$ cat src/rtl/tt_pin_cmd_responder.sv
// Slave end of the host byte-strobe protocol: header/data decode
// against a small register bank with a read-only status window on top.
module tt_pin_cmd_responder #(
  parameter int NREGS       = 16,
  parameter int SYNC_STAGES = 2
) (
  input  logic       clk,
  input  logic       rst,
  input  logic [7:0] din,
  input  logic       stb,
  output logic       ack,
  output logic [7:0] dout,
  output logic       dout_vld,
  output logic       err,
  input  logic [7:0] status_in,
  output logic [7:0] cfg0,
  output logic [7:0] cfg1
);

  localparam int AW = $clog2(NREGS);
  localparam logic [3:0] AMASK = 4'(NREGS - 1);
  localparam logic [AW-1:0] TOP = AW'(NREGS - 1);

  typedef enum logic [2:0] {
    S_IDLE,
    S_HDR_REL,
    S_WDATA_REL,
    S_WDATA,
    S_DATA_REL
  } state_t;

  logic [SYNC_STAGES-1:0] r_sync;
  logic                   r_stb_d;
  state_t                 r_state;
  state_t                 w_nxt;
  logic [AW-1:0]          r_addr;
  logic [7:0]             r_regs [NREGS];
  logic                   r_ack;
  logic [7:0]             r_dout;
  logic                   r_dout_vld;
  logic                   r_err;

  logic          w_stb_s;
  logic          w_rise;
  logic          w_fall;
  logic          w_hdr_ok;
  logic [AW-1:0] w_hdr_addr;
  logic [7:0]    w_rdata;
  logic          w_accept;
  logic          w_ld_rd;
  logic          w_clr_vld;
  logic          w_set_err;
  logic          w_wr;
  logic          w_ld_addr;

  assign w_stb_s    = r_sync[SYNC_STAGES-1];
  assign w_rise     = w_stb_s & ~r_stb_d;
  assign w_fall     = ~w_stb_s & r_stb_d;
  assign w_hdr_ok   = (din[6:4] == 3'd0)
                    && ((din[3:0] & ~AMASK) == 4'd0);
  assign w_hdr_addr = din[AW-1:0];
  // Top address is the live status input, never the stored entry.
  assign w_rdata    = (w_hdr_addr == TOP) ? status_in
                                          : r_regs[w_hdr_addr];

  always_ff @(posedge clk) begin
    if (rst) begin
      r_sync  <= '0;
      r_stb_d <= 1'b0;
    end else begin
      r_sync  <= {r_sync[SYNC_STAGES-2:0], stb};
      r_stb_d <= w_stb_s;
    end
  end

  always_ff @(posedge clk) begin
    if (rst) r_state <= S_IDLE;
    else     r_state <= w_nxt;
  end

  always_comb begin
    w_nxt     = r_state;
    w_accept  = 1'b0;
    w_ld_rd   = 1'b0;
    w_clr_vld = 1'b0;
    w_set_err = 1'b0;
    w_wr      = 1'b0;
    w_ld_addr = 1'b0;
    unique case (r_state)
      S_IDLE: begin
        if (w_rise) begin
          w_accept  = 1'b1;
          w_clr_vld = 1'b1;
          if (!w_hdr_ok) begin
            w_set_err = 1'b1;
            w_nxt     = S_HDR_REL;
          end else if (din[7]) begin
            w_ld_rd = 1'b1;
            w_nxt   = S_HDR_REL;
          end else begin
            w_ld_addr = 1'b1;
            w_nxt     = S_WDATA_REL;
          end
        end
      end
      S_HDR_REL: begin
        if (w_fall) w_nxt = S_IDLE;
      end
      S_WDATA_REL: begin
        if (w_fall) w_nxt = S_WDATA;
      end
      S_WDATA: begin
        if (w_rise) begin
          w_accept = 1'b1;
          if (r_addr == TOP) w_set_err = 1'b1;
          else               w_wr      = 1'b1;
          w_nxt = S_DATA_REL;
        end
      end
      S_DATA_REL: begin
        if (w_fall) w_nxt = S_IDLE;
      end
      default: w_nxt = S_IDLE;
    endcase
  end

  always_ff @(posedge clk) begin
    if (rst) begin
      r_ack      <= 1'b0;
      r_addr     <= '0;
      r_dout     <= '0;
      r_dout_vld <= 1'b0;
      r_err      <= 1'b0;
    end else begin
      if (w_accept)    r_ack <= 1'b1;
      else if (w_fall) r_ack <= 1'b0;
      if (w_ld_addr) r_addr <= w_hdr_addr;
      if (w_ld_rd) begin
        r_dout     <= w_rdata;
        r_dout_vld <= 1'b1;
      end else if (w_clr_vld) begin
        r_dout_vld <= 1'b0;
      end
      if (w_set_err) r_err <= 1'b1;
    end
  end

  always_ff @(posedge clk) begin
    if (rst) begin
      for (int i = 0; i < NREGS; i++) r_regs[i] <= '0;
    end else if (w_wr) begin
      r_regs[r_addr] <= din;
    end
  end

  assign ack      = r_ack;
  assign dout     = r_dout;
  assign dout_vld = r_dout_vld;
  assign err      = r_err;
  assign cfg0     = r_regs[0];
  assign cfg1     = r_regs[1];

endmodule

$ cat config.mk
export PLATFORM = sky130hd
export DESIGN_NAME = tt_pin_cmd_responder
export DESIGN_NICKNAME = d
export VERILOG_FILES = /design/src/rtl/tt_pin_cmd_responder.sv
export SDC_FILE = /design/constraint.sdc
export NUM_CORES = 1
export LEC_CHECK = 0
export BUFFER_PORTS_ARGS = -buffer_cell sky130_fd_sc_hd__buf_2
export CAP_MARGIN = 20
export CORE_UTILIZATION = 52
export DETAILED_ROUTE_END_ITERATION = 8
export PLACE_DENSITY = 0.79
export SYNTH_ARGS = -nofsm -noshare
export SYNTH_HDL_FRONTEND = slang
export SYNTH_SLANG_ARGS = --single-unit
export TNS_END_PERCENT = 1
$ cat constraint.sdc
create_clock -name clk -period 2.4 [get_ports clk]
set_input_delay 0.12 -clock clk [delete_from_list [all_inputs] [get_ports clk]]
set_output_delay 0.12 -clock clk [all_outputs]
set_load 0.02 [all_outputs]
**Yosys cells after proc, flatten, opt, wreduce, memory -nomap -nowiden**

Memory sizes are Yosys's and may differ from the RTL's.
Index checks and enable logic that the tools add are counted.

- Latch bits: 0
- Memories: 1
- Register bits after elaboration: 21
- Memory bits (read-only): 0
- Output and inout port bits: 27
- Input bits: 19
- Memory bits (writable): 128

- Div/mod/pow operators: 0
- Shifts and indexed selects: 0
- Order comparisons: 0
- Multipliers: 0
- Reductions and logical operators: 8
- Mux-type cells: 39
- Eq/ne operators: 10
- Add/subtract/negate cells: 0
- Bitwise gates (word level): 4

Memory list:

| memory | words | bits a word | rd ports | clocked after memory_dff | wr ports | line | RTL |
|---|---|---|---|---|---|---|---|
| r_regs | 16 | 8 | 3 | 0 | 16 | 37 | `logic [7:0] r_regs [NREGS];` |

Operator list:

| kind | number |
|---|---|
| $mux 1 | 28 |
| $mux 8 | 2 |
| $mux 3 | 4 |
| $pmux 3 s4 | 1 |
| $eq 4x4->1 const B | 2 |
| $reduce_or 8->1 | 1 |
| $eq 3x2->1 const B | 2 |
| $logic_not 3->1 | 2 |
| $ne 2x2->1 const B | 3 |
| $mux 2 | 2 |
| $mux 4 | 1 |
| $reduce_and 4->1 | 1 |
| $reduce_bool 2->1 | 2 |
| $reduce_or 2->1 | 2 |
| $eq 3x1->1 const B | 1 |
| $eq 3x3->1 const B | 1 |
| $and 1x1->1 | 2 |
| $ne 2x1->1 const B | 1 |
| $not 1->1 | 2 |
| $pmux 1 s2 | 1 |

**Depth between registers and ports, before layout**

Gate-level depths: netlist (run 1).

- Depth in word-level cells: 9
- Gate-level depth with buffers: 7
- Depth with buffers taken out: 4

**Worst setup path after synthesis (run 1)**

Ideal clock, no wire load.

- Path kind: register to register
- From: reg r_state[0]
- To: mem r_regs[3][0], enable pin
- Buffers on the path: 2
- Period minus slack after synthesis: 1.713 ns
- Setup slack: 0.687 ns
- Arrival time: 1.403 ns
- Cell stages (with the launch flop): 7
- Data required time: 2.091 ns
- Cell sequence: dfxtp_1 > buf_6 > and3b_1 > clkbuf_2 > nand4b_1 > nor2_1 > or2_2

RTL lines:

| element | line | RTL |
|---|---|---|
| start: declaration | 34 | `state_t r_state;` |
| start signal: assignment | 78 | `else r_state <= w_nxt;` |
| end: declaration | 37 |  |

==> results of run 1 <==
layout by cell type, fill, tap and decap left out, drive strengths merged, types with 2 or more instances in the layout:
cell type | netlist | routed
a31oi | 2 | 2
dfxtp | 21 | 21
clkinvlp | 0 | 3
mux2 | 8 | 8
a31o | 2 | 2
nand2b | 12 | 12
nand4b | 2 | 2
nor2 | 31 | 31
or2 | 15 | 15
and2 | 120 | 120
clkbuf | 16 | 17
nor2b | 9 | 9
a22o | 8 | 8
nand4 | 5 | 5
mux4 | 8 | 8
nor3 | 7 | 7
a311oi | 8 | 8
nor3b | 2 | 2
or4b | 2 | 2
o221ai | 8 | 8
a21oi | 11 | 11
a221o | 8 | 8
mux2i | 38 | 38
inv | 1 | 2
nand2 | 4 | 4
a211oi | 9 | 9
clkinv | 0 | 8
buf | 18 | 67
bufinv | 0 | 3
edfxtp | 120 | 120
nand3 | 2 | 2
report_power, final:
part / internal, W / switching (W) / total, W / leakage, nW
Clock: 0.00163 / 0.00103 / 0.00266 / 0.289
Combinational: 0.000124 / 0.000222 / 0.000347 / 1.33
Sequential: 0.00272 / 0.0000329 / 0.00276 / 1.41
worst max path at each step:
stage,from,to,slack (ns),cells after the start
after floorplan,r_state[0]$_SDFFE_PP0P_,r_regs[3][0]$_SDFFCE_PN0P_,0.69,6
after detailed placement,r_state[1]$_SDFFE_PP0P_,r_regs[7][3]$_SDFFCE_PN0P_,0.32,4
after CTS,r_state[1]$_SDFFE_PP0P_,r_regs[7][2]$_SDFFCE_PN0P_,0.30,4
final,r_state[1]$_SDFFE_PP0P_,r_regs[10][4]$_SDFFCE_PN0P_,0.29,4
after global routing,r_state[1]$_SDFFE_PP0P_,r_regs[3][7]$_SDFFCE_PN0P_,0.15,4
after global placement,din[1],dout[2]$_SDFFE_PP0P_,0.46,5
routing by layer:
metal	track usage (%)	part of all wire [%]
met4	10.56	2.5
met1	33.12	44
met3	5.282	6.2
met2	37.60	48
met5	0	0
through the flow:
stage / total power (W) / area [um2] / setup slack (ns)
4_1_cts: 0.005774 / 7734 / 0.3042
3_3_place_gp: 0.003141 / 7126 / 0.4575
3_5_place_dp: 0.003150 / 7126 / 0.3213
6_report: 0.005758 / 7734 / 0.2895
2_1_floorplan: 0.003025 / 6690 / 0.6873
5_1_grt: 0.005901 / 7734 / 0.1525
cell type report:
class / count / area (um2) / share of cell area, %
Sequential cell: 141 / 4024 / 52.03
Multi-Input combinational cell: 330 / 2480 / 32.07
Clock buffer: 17 / 425.4 / 5.501
Timing Repair Buffer: 68 / 412.9 / 5.339
Tap cell: 172 / 215.2 / 2.783
Clock inverter: 15 / 172.7 / 2.233
Inverter: 1 / 3.754 / 0.04854
cells by family (layout without fill, tap and decap cells):
kind of cell	Yosys count	after routing
and+or+nand+nor	216	216
muxes	54	54
AOI/OAI and AO/OA	59	59
buffers and inverters	35	101
DFF	141	141
xor gates and xnor gates	1	1
synth_stat cells, types with 8 or more instances:
master / number / area share [%]
nand2b_1: 12 / 1.1
clkbuf_1: 14 / 0.79
or2_2: 15 / 1.4
a211oi_1: 8 / 0.90
nor2_1: 28 / 1.6
a21oi_1: 11 / 0.82
and2_1: 115 / 11
nor2b_1: 9 / 0.84
mux4_2: 8 / 2.7
o221ai_1: 8 / 1.0
a22o_1: 8 / 1.0
mux2_2: 8 / 1.3
a221o_1: 8 / 1.2
dfxtp_1: 21 / 6.3
a311oi_1: 8 / 1.0
edfxtp_1: 120 / 54
buf_2: 9 / 0.67
mux2i_1: 38 / 5.7
sequential cells by signal, indices dropped and copies added (netlist names):
register and count:
r_regs 120, dout 8, r_addr 4, r_state 3
r_sync 2, ack 1, dout_vld 1, err 1
r_stb_d 1
critical path, cell delays in order, from the launching register on:
cell and delay, ns:
dfxtp_1 0.52, and3b_1 0.36, nand4b_1 0.23, nor2_1 0.39, or2_2 0.31
timing repair:
action,4_1_cts,5_1_grt
hold buffers,1,0
hold endpoints to repair,1,0
gates resized for setup,0,0
==> impl_metrics.tcl, run 1 <==
set metrics [dict create \
    status "finished clean" \
    synth.mux.area_fraction_pct 9.725 \
    critPathLaunchType "flip-flop" \
    yosys_register_bits 141 \
    clk_pin_slew_worst_paths_ns 0.06 \
    cts_tree "done" \
    ant_nets 0 \
    r2r_end "r_regs[10][4]$_SDFFCE_PN0P_" \
    final-instance-count-excl-fill 744 \
    cp-end-kind "flip-flop" \
    crit_required_ns 2.51 \
    drv_slew 0 \
    first_iter_violations 499 \
    hold_path_class "primary input to flip-flop" \
    post_cts.repair.setup_buffers 0 \
    hold_viol 0 \
    yosys.area_share.xor_xnor_pct 0.1309 \
    antenna_found_initial 0 \
    clockBufferDepth 2 \
    gp_congestion 0.8380 \
    overflow 0 \
    dp.cells 711 \
    ys_types 49 \
    post_drt_wl_per_cell_um 20.13 \
    grt_max_degree 43 \
    fmax_mhz 473.8 \
    cts_sinks 141 \
    min_from "din[6]" \
    setup_tns_ns 0 \
    yosys_warnings 0 \
    hold_depth 4 \
    avgSynthCellArea_um2 13.22 \
    num_rows 41 \
    hold_slack_ns 0.1006 \
    drv_cap 0 \
    ff2ff_path_depth 4 \
    path_class "flip-flop to flip-flop" \
    whs_endpoint "dout_vld$_SDFFE_PP0P_" \
    leakage_nw 3.023 \
    yosys.area_share.simple_pct 20.22 \
    min_period_over_period_pct 87.94 \
    setup_viol 0 \
    synth_compound_area_share_pct 6.995 \
    rsz0062_at_grt "false" \
    nets 578 \
    die_y_um 115.4 \
    routed_via_density 5.668 \
    cp.arrival_ns 2.23 \
    synth_edf_count 120 \
    nFillCells 919 \
    critPathMaxFanout 11 \
    grt_pass1_wl_um 23100 \
    finish.utilization_pct 61.53 \
    firstDrtPassIters 6 \
    syn_nets 525 \
    period_minus_slack_ns 2.111 \
    synthArstFlopShare_pct 0 \
    clock_latency_ns 0.42 \
    dp_hpwl_um 9856 \
    cts_htree_levels 4 \
    ys_seq_area_share_pct 60.15 \
    vias 4217 \
    root_buffer "clkbuf_16" \
    syn_inst 506 \
    synth_top_family_by_area "simple AND/OR/NAND/NOR gates" \
    power_density_nw_per_um2 744.6 \
    irDropWorstVdd_v 0.0004590 \
    r2r_slack_ns 0.29 \
    chipWidth_um 115.4 \
    synth_fa_ha_area_share_pct 0 \
    synth_top_flop_cell "edfxtp_1" \
    core_area_um2 12570 \
    io_pins 46 \
    synth_area_um2 6690 \
    cts_buffers 17 \
    antenna-diode-count 0 \
    port_buffers 45 \
    drive_above_1_share_pct 26.57 \
    dieArea_um2 13320 \
    relSlewSlack_pct 36.19 \
    grt_pass1_vias 4155 \
    syn_to_final_growth_pct 15.60 \
    routed_wl_um 14980 \
    rr_startpoint "r_state[1]$_SDFFE_PP0P_" \
    worstMarginPinSlew_ns 0.9527 \
    drt_drc_violations_left 0 \
    grt_util_all_layers_pct 24.26 \
    initial_core_util_pct 53.23 \
    fin_skew_ns 0.008120 \
]
Note: power is estimated with default switching activity, not from simulation.
==> run 2: changes to the inputs <==
REMOVE_ABC_BUFFERS = 1   (was not set)
==> run 2 against run 1 <==
Effect of this change: clock skew increased by 0.0013 ns; sequential share of layout area decreased by 0.61 points; non-clock buffer count increased by 3; worst hold slack improved by 0.017 ns; clock-buffer cell count unchanged; clock power increased by 11%; first-iteration DRC count decreased by 20%; worst setup slack improved by 0.049 ns; critical path depth unchanged; global-route usage increased by 0.28 points; die area unchanged; combinational power about the same.
==> impl_metrics.tcl, run 2 (synthesized netlist as in run 1, its figures left out) <==
set metrics [dict create \
    leakage_nw 3.074 \
    power_frac_seq_pct 45.6 \
    multi_input_area_um2 2480 \
    grt_max_degree 34 \
    grt_pass1_vias 4258 \
    grt_util_all_layers_pct 24.53 \
    cts_tree "done" \
    cp-end-kind "flip-flop" \
    post_cts.repair.setup_buffers 0 \
    finish.utilization_pct 62.26 \
    chipWidth_um 115.4 \
    first_iter_violations 400 \
    place_area_um2 7148 \
    fmax_mhz 485.0 \
    period_minus_slack_ns 2.062 \
    min_period_over_period_pct 85.92 \
    core_area_um2 12570 \
    dieArea_um2 13320 \
    status "finished clean" \
    routed_via_density 5.721 \
    drive_above_1_share_pct 26.83 \
    irDropWorstVdd_v 0.0005119 \
    layout_commonest_cell "edfxtp_1" \
    antenna_found_initial 0 \
    drt_drc_violations_left 0 \
    nFillCells 928 \
    ant_nets 0 \
    drv_cap 0 \
    gp_congestion 0.9075 \
    hold_path_class "primary input to flip-flop" \
    antenna-diode-count 0 \
    vias 4268 \
    firstDrtPassIters 6 \
    crit_required_ns 2.52 \
    post_drt_wl_per_cell_um 20.22 \
    die_y_um 115.4 \
    post-place-ws_ns 0.3867 \
    fin_skew_ns 0.009448 \
    clk_pin_slew_worst_paths_ns 0.06 \
    p_int_w 0.004796 \
    drv_slew 0 \
    largest_register "r_regs" \
    cts_buffers 17 \
    setup_tns_ns 0 \
    critPathLaunchType "flip-flop" \
    cp.arrival_ns 2.18 \
    power_frac_comb_pct 5.7 \
    finalWorstSetupSlack_ns 0.3380 \
    num_rows 41 \
    setup_viol 0 \
    routed_wl_um 15090 \
    port_buffers 45 \
    nets 581 \
    power_density_nw_per_um2 773.5 \
    largest_register_ffs 120 \
    layout_common_cells "120 x edfxtp_1, 115 x and2_1, 45 x buf_2" \
    swShare_pct 20.76 \
    ff_latch_area_um2 4024 \
    root_buffer "clkbuf_16" \
    relSlewSlack_pct 50.07 \
    worstMarginPinSlew_ns 0.7454 \
    clock_latency_ns 0.43 \
    overflow 0 \
    cts_htree_levels 4 \
    rsz0062_at_grt "false" \
    io_pins 46 \
    hold_viol 0 \
    grt_pass1_wl_um 23200 \
    initial_core_util_pct 53.23 \
    power_frac_clock_pct 48.7 \
    dp_hpwl_um 10130 \
    hold_slack_ns 0.1172 \
    syn_to_final_growth_pct 16.96 \
    clockBufferDepth 2 \
    path_class "flip-flop to flip-flop" \
    p_switching_w 0.001257 \
    finalInstanceArea_um2 7825 \
    cts_sinks 141 \
    critPathMaxFanout 11 \
]
[run 2: cell count changes in the layout (fill, tap and decap cells not counted), sizes merged]
cell	previous run	this run
buf	67	70
bufinv	3	6
clkinv	8	5
clkinvlp	3	1
inv	2	3
[run 2: layer usage]
layer | vias to the layer above | part of all wire, % | GRT usage, %
li1 | 1979 | - | -
met1 | 2097 | 42 | 31.43
met2 | 156 | 49 | 38.80
met3 | 36 | 6.0 | 6.590
met4 | 0 | 2.8 | 12.03
met5 | - | 0 | 0
[run 2: power by group through the flow]
stage | clock network (W) | logic (W) | registers, W
final | 0.00295 | 0.000347 | 0.00276
after global routing | 0.00307 | 0.000368 | 0.00276
after CTS | 0.00297 | 0.000346 | 0.00276
after detailed placement | 0 | 0.000342 | 0.00281
after global placement | 0 | 0.000338 | 0.00280
after floorplan | 0 | 0.000156 | 0.00281
[run 2: worst paths after layout]
kind | endpoint | slack, ns | cells past startpoint | start
worst max-delay path | r_regs[8][7]$_SDFFCE_PN0P_ | 0.34 | 4 | r_state[1]$_SDFFE_PP0P_
worst min-delay path | r_regs[3][4]$_SDFFCE_PN0P_ | 0.12 | 2 | din[4]
worst max register to register | r_regs[8][7]$_SDFFCE_PN0P_ | 0.34 | 4 | r_state[1]$_SDFFE_PP0P_
worst min register to register | r_sync[1]$_SDFF_PP0_ | 0.44 | 1 | r_sync[0]$_SDFF_PP0_
[run 2: cell type report]
cell class              count  share of cell area (%)
well taps                 172                   2.750
clock buffers              17                   5.437
repair buffers             71                   5.564
inverters                   1                 0.04797
clock inverters            14                   3.086
multi-input cells         330                   31.69
flip-flops and latches    141                   51.42
[run 2: critical path, cell delays in order, from the launching register on]
cell and delay (ns):
dfxtp_1 0.53, and3b_1 0.35, nand4b_1 0.24, nor3_2 0.35
or2_2 0.29
[run 2: timing repair]
item,in CTS,in global routing
endpoints found under the setup margin,0,0
hold buffers,1,0
hold endpoints to repair,1,0
resized for setup,0,0
[run 2: metrics by stage]
stage | instances | total power [W]
2_1_floorplan | 472 | 0.002965
3_3_place_gp | 714 | 0.003142
3_5_place_dp | 714 | 0.003150
4_1_cts | 746 | 0.006077
5_1_grt | 746 | 0.006202
6_report | 746 | 0.006052
==> run 3: changes to the inputs <==
ABC_AREA = 1   (was not set)
REMOVE_ABC_BUFFERS = not set   (was 1)
SLEW_MARGIN = 20   (was not set)
==> run 3 against run 2 <==
Effect of this change: critical path depth is 2 higher; power is 9.7% lower; worst hold slack worse by 0.076 ns; utilization is 1.8 points lower; non-clock buffer count is 12 lower; die area is 0.25% lower; clock power is 22% lower; clock skew is 0.0054 ns lower; cell count is 36% higher; fmax is 6.2% lower; critical endpoint is now r_regs[14][1]$_SDFFCE_PN0P_; largest power group is now sequential cells.
==> impl_metrics.tcl, run 3 <==
set metrics [dict create \
    largest_register "r_regs" \
    critPathLaunchType "flip-flop" \
    post_drt_wl_per_cell_um 15.64 \
    ff2ff_path_depth 6 \
    nets 847 \
    place_area_um2 7084 \
    worstPathBufferInverterCount 0 \
    finalWorstSetupSlack_ns 0.2020 \
    post-place-ws_ns 0.2955 \
    critPathMaxFanout 9 \
    hold_path_class "primary input to flip-flop" \
    power_density_nw_per_um2 719.0 \
    yosys.cell_count.top_type "nand2_1" \
    synth_largest_area_cell "edfxtp_1" \
    synth_area_um2 6673 \
    postCtsHoldBufs 1 \
    period_minus_slack_ns 2.198 \
    cts_resized 0 \
    chipWidth_um 115.3 \
    cp.arrival_ns 2.28 \
    leakage_nw 3.508 \
    multi_input_area_um2 2056 \
    firstDrtPassIters 5 \
    fin_skew_ns 0.004062 \
    drv_slew 0 \
    port_buffers 45 \
    synth_area_leaders "edfxtp_1 54%, nand2_1 12%, nor2_1 7.5%, inv_1 6.7%, dfxtp_1 6.3%" \
    first_iter_violations 564 \
    layout_commonest_cell "nand2_1" \
    rr_startpoint "r_state[0]$_SDFFE_PP0P_" \
    nFillCells 1060 \
    cp_slowest_cell "dfxtp_1" \
    ys_types 22 \
    cts_tree "done" \
    cts_buffers 17 \
    dp.cells 980 \
    setup_tns_ns 0 \
    rsz0062_at_grt "false" \
    core_area_um2 12570 \
    clk_pin_slew_worst_paths_ns 0.06 \
    cpPeakStageDelay_ns 0.38 \
    fmax_mhz 455.0 \
    drv_cap 0 \
    syn_to_final_growth_pct 13.97 \
    ys_seq_area_share_pct 60.30 \
    synthArstFlopShare_pct 0 \
    die_y_um 115.3 \
    crit_family "simple AND/OR/NAND/NOR gates" \
    largest_register_ffs 120 \
    avgSynthCellArea_um2 8.500 \
    vias 5225 \
    dp_hpwl_um 10490 \
    status "finished clean" \
    overflow 0 \
    antenna-diode-count 0 \
    ff_latch_area_um2 4024 \
    path_class "flip-flop to flip-flop" \
    min_from "status_in[2]" \
    synth_top_area_share_pct 54.00 \
    worstMarginPinSlew_ns 0.7983 \
    num_rows 41 \
    crit_required_ns 2.49 \
    syn_nets 804 \
    drt_drc_violations_left 0 \
    grt_max_degree 47 \
    layout_common_cells "220 x nand2_1, 133 x nor2_1, 120 x edfxtp_1" \
    cp-end-kind "flip-flop" \
    hold_slack_ns 0.04106 \
    r2r_slack_ns 0.20 \
    gp_congestion 0.8737 \
    post_cts.repair.setup_buffers 0 \
    drive_above_1_share_pct 11.55 \
    clockBufferDepth 2 \
    r2r_end "r_regs[14][1]$_SDFFCE_PN0P_" \
    hold_depth 5 \
    io_pins 46 \
    cts_sinks 141 \
    antenna_found_initial 0 \
    initial_core_util_pct 53.09 \
    grt_pass1_wl_um 24510 \
    whs_endpoint "dout[2]$_SDFFE_PP0P_" \
    finalInstanceArea_um2 7605 \
    grt_pass1_vias 4838 \
    min_period_over_period_pct 91.58 \
    yosys_warnings 0 \
    routed_via_density 5.163 \
    relSlewSlack_pct 46.72 \
    yosys_register_bits 141 \
    path_cells "nand3_1 -> a21oi_2 -> nand3_2 -> nor3_4 -> nand2_2 -> nand2_1" \
    synth_top_flop_cell "edfxtp_1" \
    synth_edf_count 120 \
    irDropWorstVdd_v 0.0004674 \
    grt_util_all_layers_pct 25.60 \
    syn_inst 785 \
    dieArea_um2 13290 \
    routed_wl_um 15830 \
    ant_nets 0 \
    root_buffer "clkbuf_16" \
    hold_viol 0 \
    clock_latency_ns 0.42 \
    final-instance-count-excl-fill 1012 \
    setup_viol 0 \
    synth_common_cells "220 x nand2_1, 133 x nor2_1, 120 x edfxtp_1" \
    cts_htree_levels 4 \
]
-- run 3: logic make-up after synthesis --
kind of cell    synth area share, %
flops                         60.30
compound gates                3.450
buf+inv                       8.888
simple gates                  27.36
-- run 3: worst max path at each step --
stage	to	depth (start not counted)	start	slack [ns]
CTS	r_regs[14][1]$_SDFFCE_PN0P_	6	r_state[0]$_SDFFE_PP0P_	0.28
floorplan	r_regs[0][0]$_SDFFCE_PN0P_	7	r_addr[0]$_SDFFE_PP0P_	0.66
global placement	r_regs[6][5]$_SDFFCE_PN0P_	6	r_state[1]$_SDFFE_PP0P_	0.38
finish	r_regs[14][1]$_SDFFCE_PN0P_	6	r_state[0]$_SDFFE_PP0P_	0.20
global route	r_regs[14][0]$_SDFFCE_PN0P_	6	r_state[1]$_SDFFE_PP0P_	0.08
detailed placement	r_regs[14][1]$_SDFFCE_PN0P_	6	r_state[0]$_SDFFE_PP0P_	0.30
-- run 3: metrics by stage --
stage               total power, W  util (%)
floorplan                 0.003064         -
global placement          0.003202     56.37
detailed placement        0.003209     56.37
CTS                       0.005475     60.51
global route              0.005620     60.51
finish                    0.005468     60.51
-- run 3: final cells by class --
class | instances | area share, %
repair buffers | 59 | 4.541
inverters | 121 | 5.972
multi-input cells | 488 | 27.03
flip-flops and latches | 141 | 52.91
clock inverters | 14 | 1.119
well taps | 172 | 2.830
clock buffers | 17 | 5.594
-- run 3: per-layer routing --
| layer | up-vias | global-route usage, % | share of wire [%] |
|---|---|---|---|
| met1 | 2361 | 31.95 | 39 |
| met3 | 34 | 6.062 | 9.1 |
| met5 | - | 0 | 0 |
| li1 | 2560 | - | - |
| met4 | 0 | 12.12 | 2.9 |
| met2 | 270 | 42.25 | 49 |
-- run 3: power breakdown --
group | switching [W] | leakage, nW | internal (W) | total (W)
Combinational | 0.000305 | 1.84 | 0.000108 | 0.000414
Clock | 0.000928 | 0.256 | 0.00137 | 0.00230
Sequential | 0.0000274 | 1.41 | 0.00273 | 0.00275
Total | 0.00126 | 3.51 | 0.00421 | 0.00547
-- run 3: worst reg2reg max path, stage by stage, from the launching register on --
cell	delay (ns)
dfxtp_1	0.38
nand3_1	0.18
a21oi_2	0.21
nand3_2	0.17
nor3_4	0.38
nand2_2	0.21
nand2_1	0.34
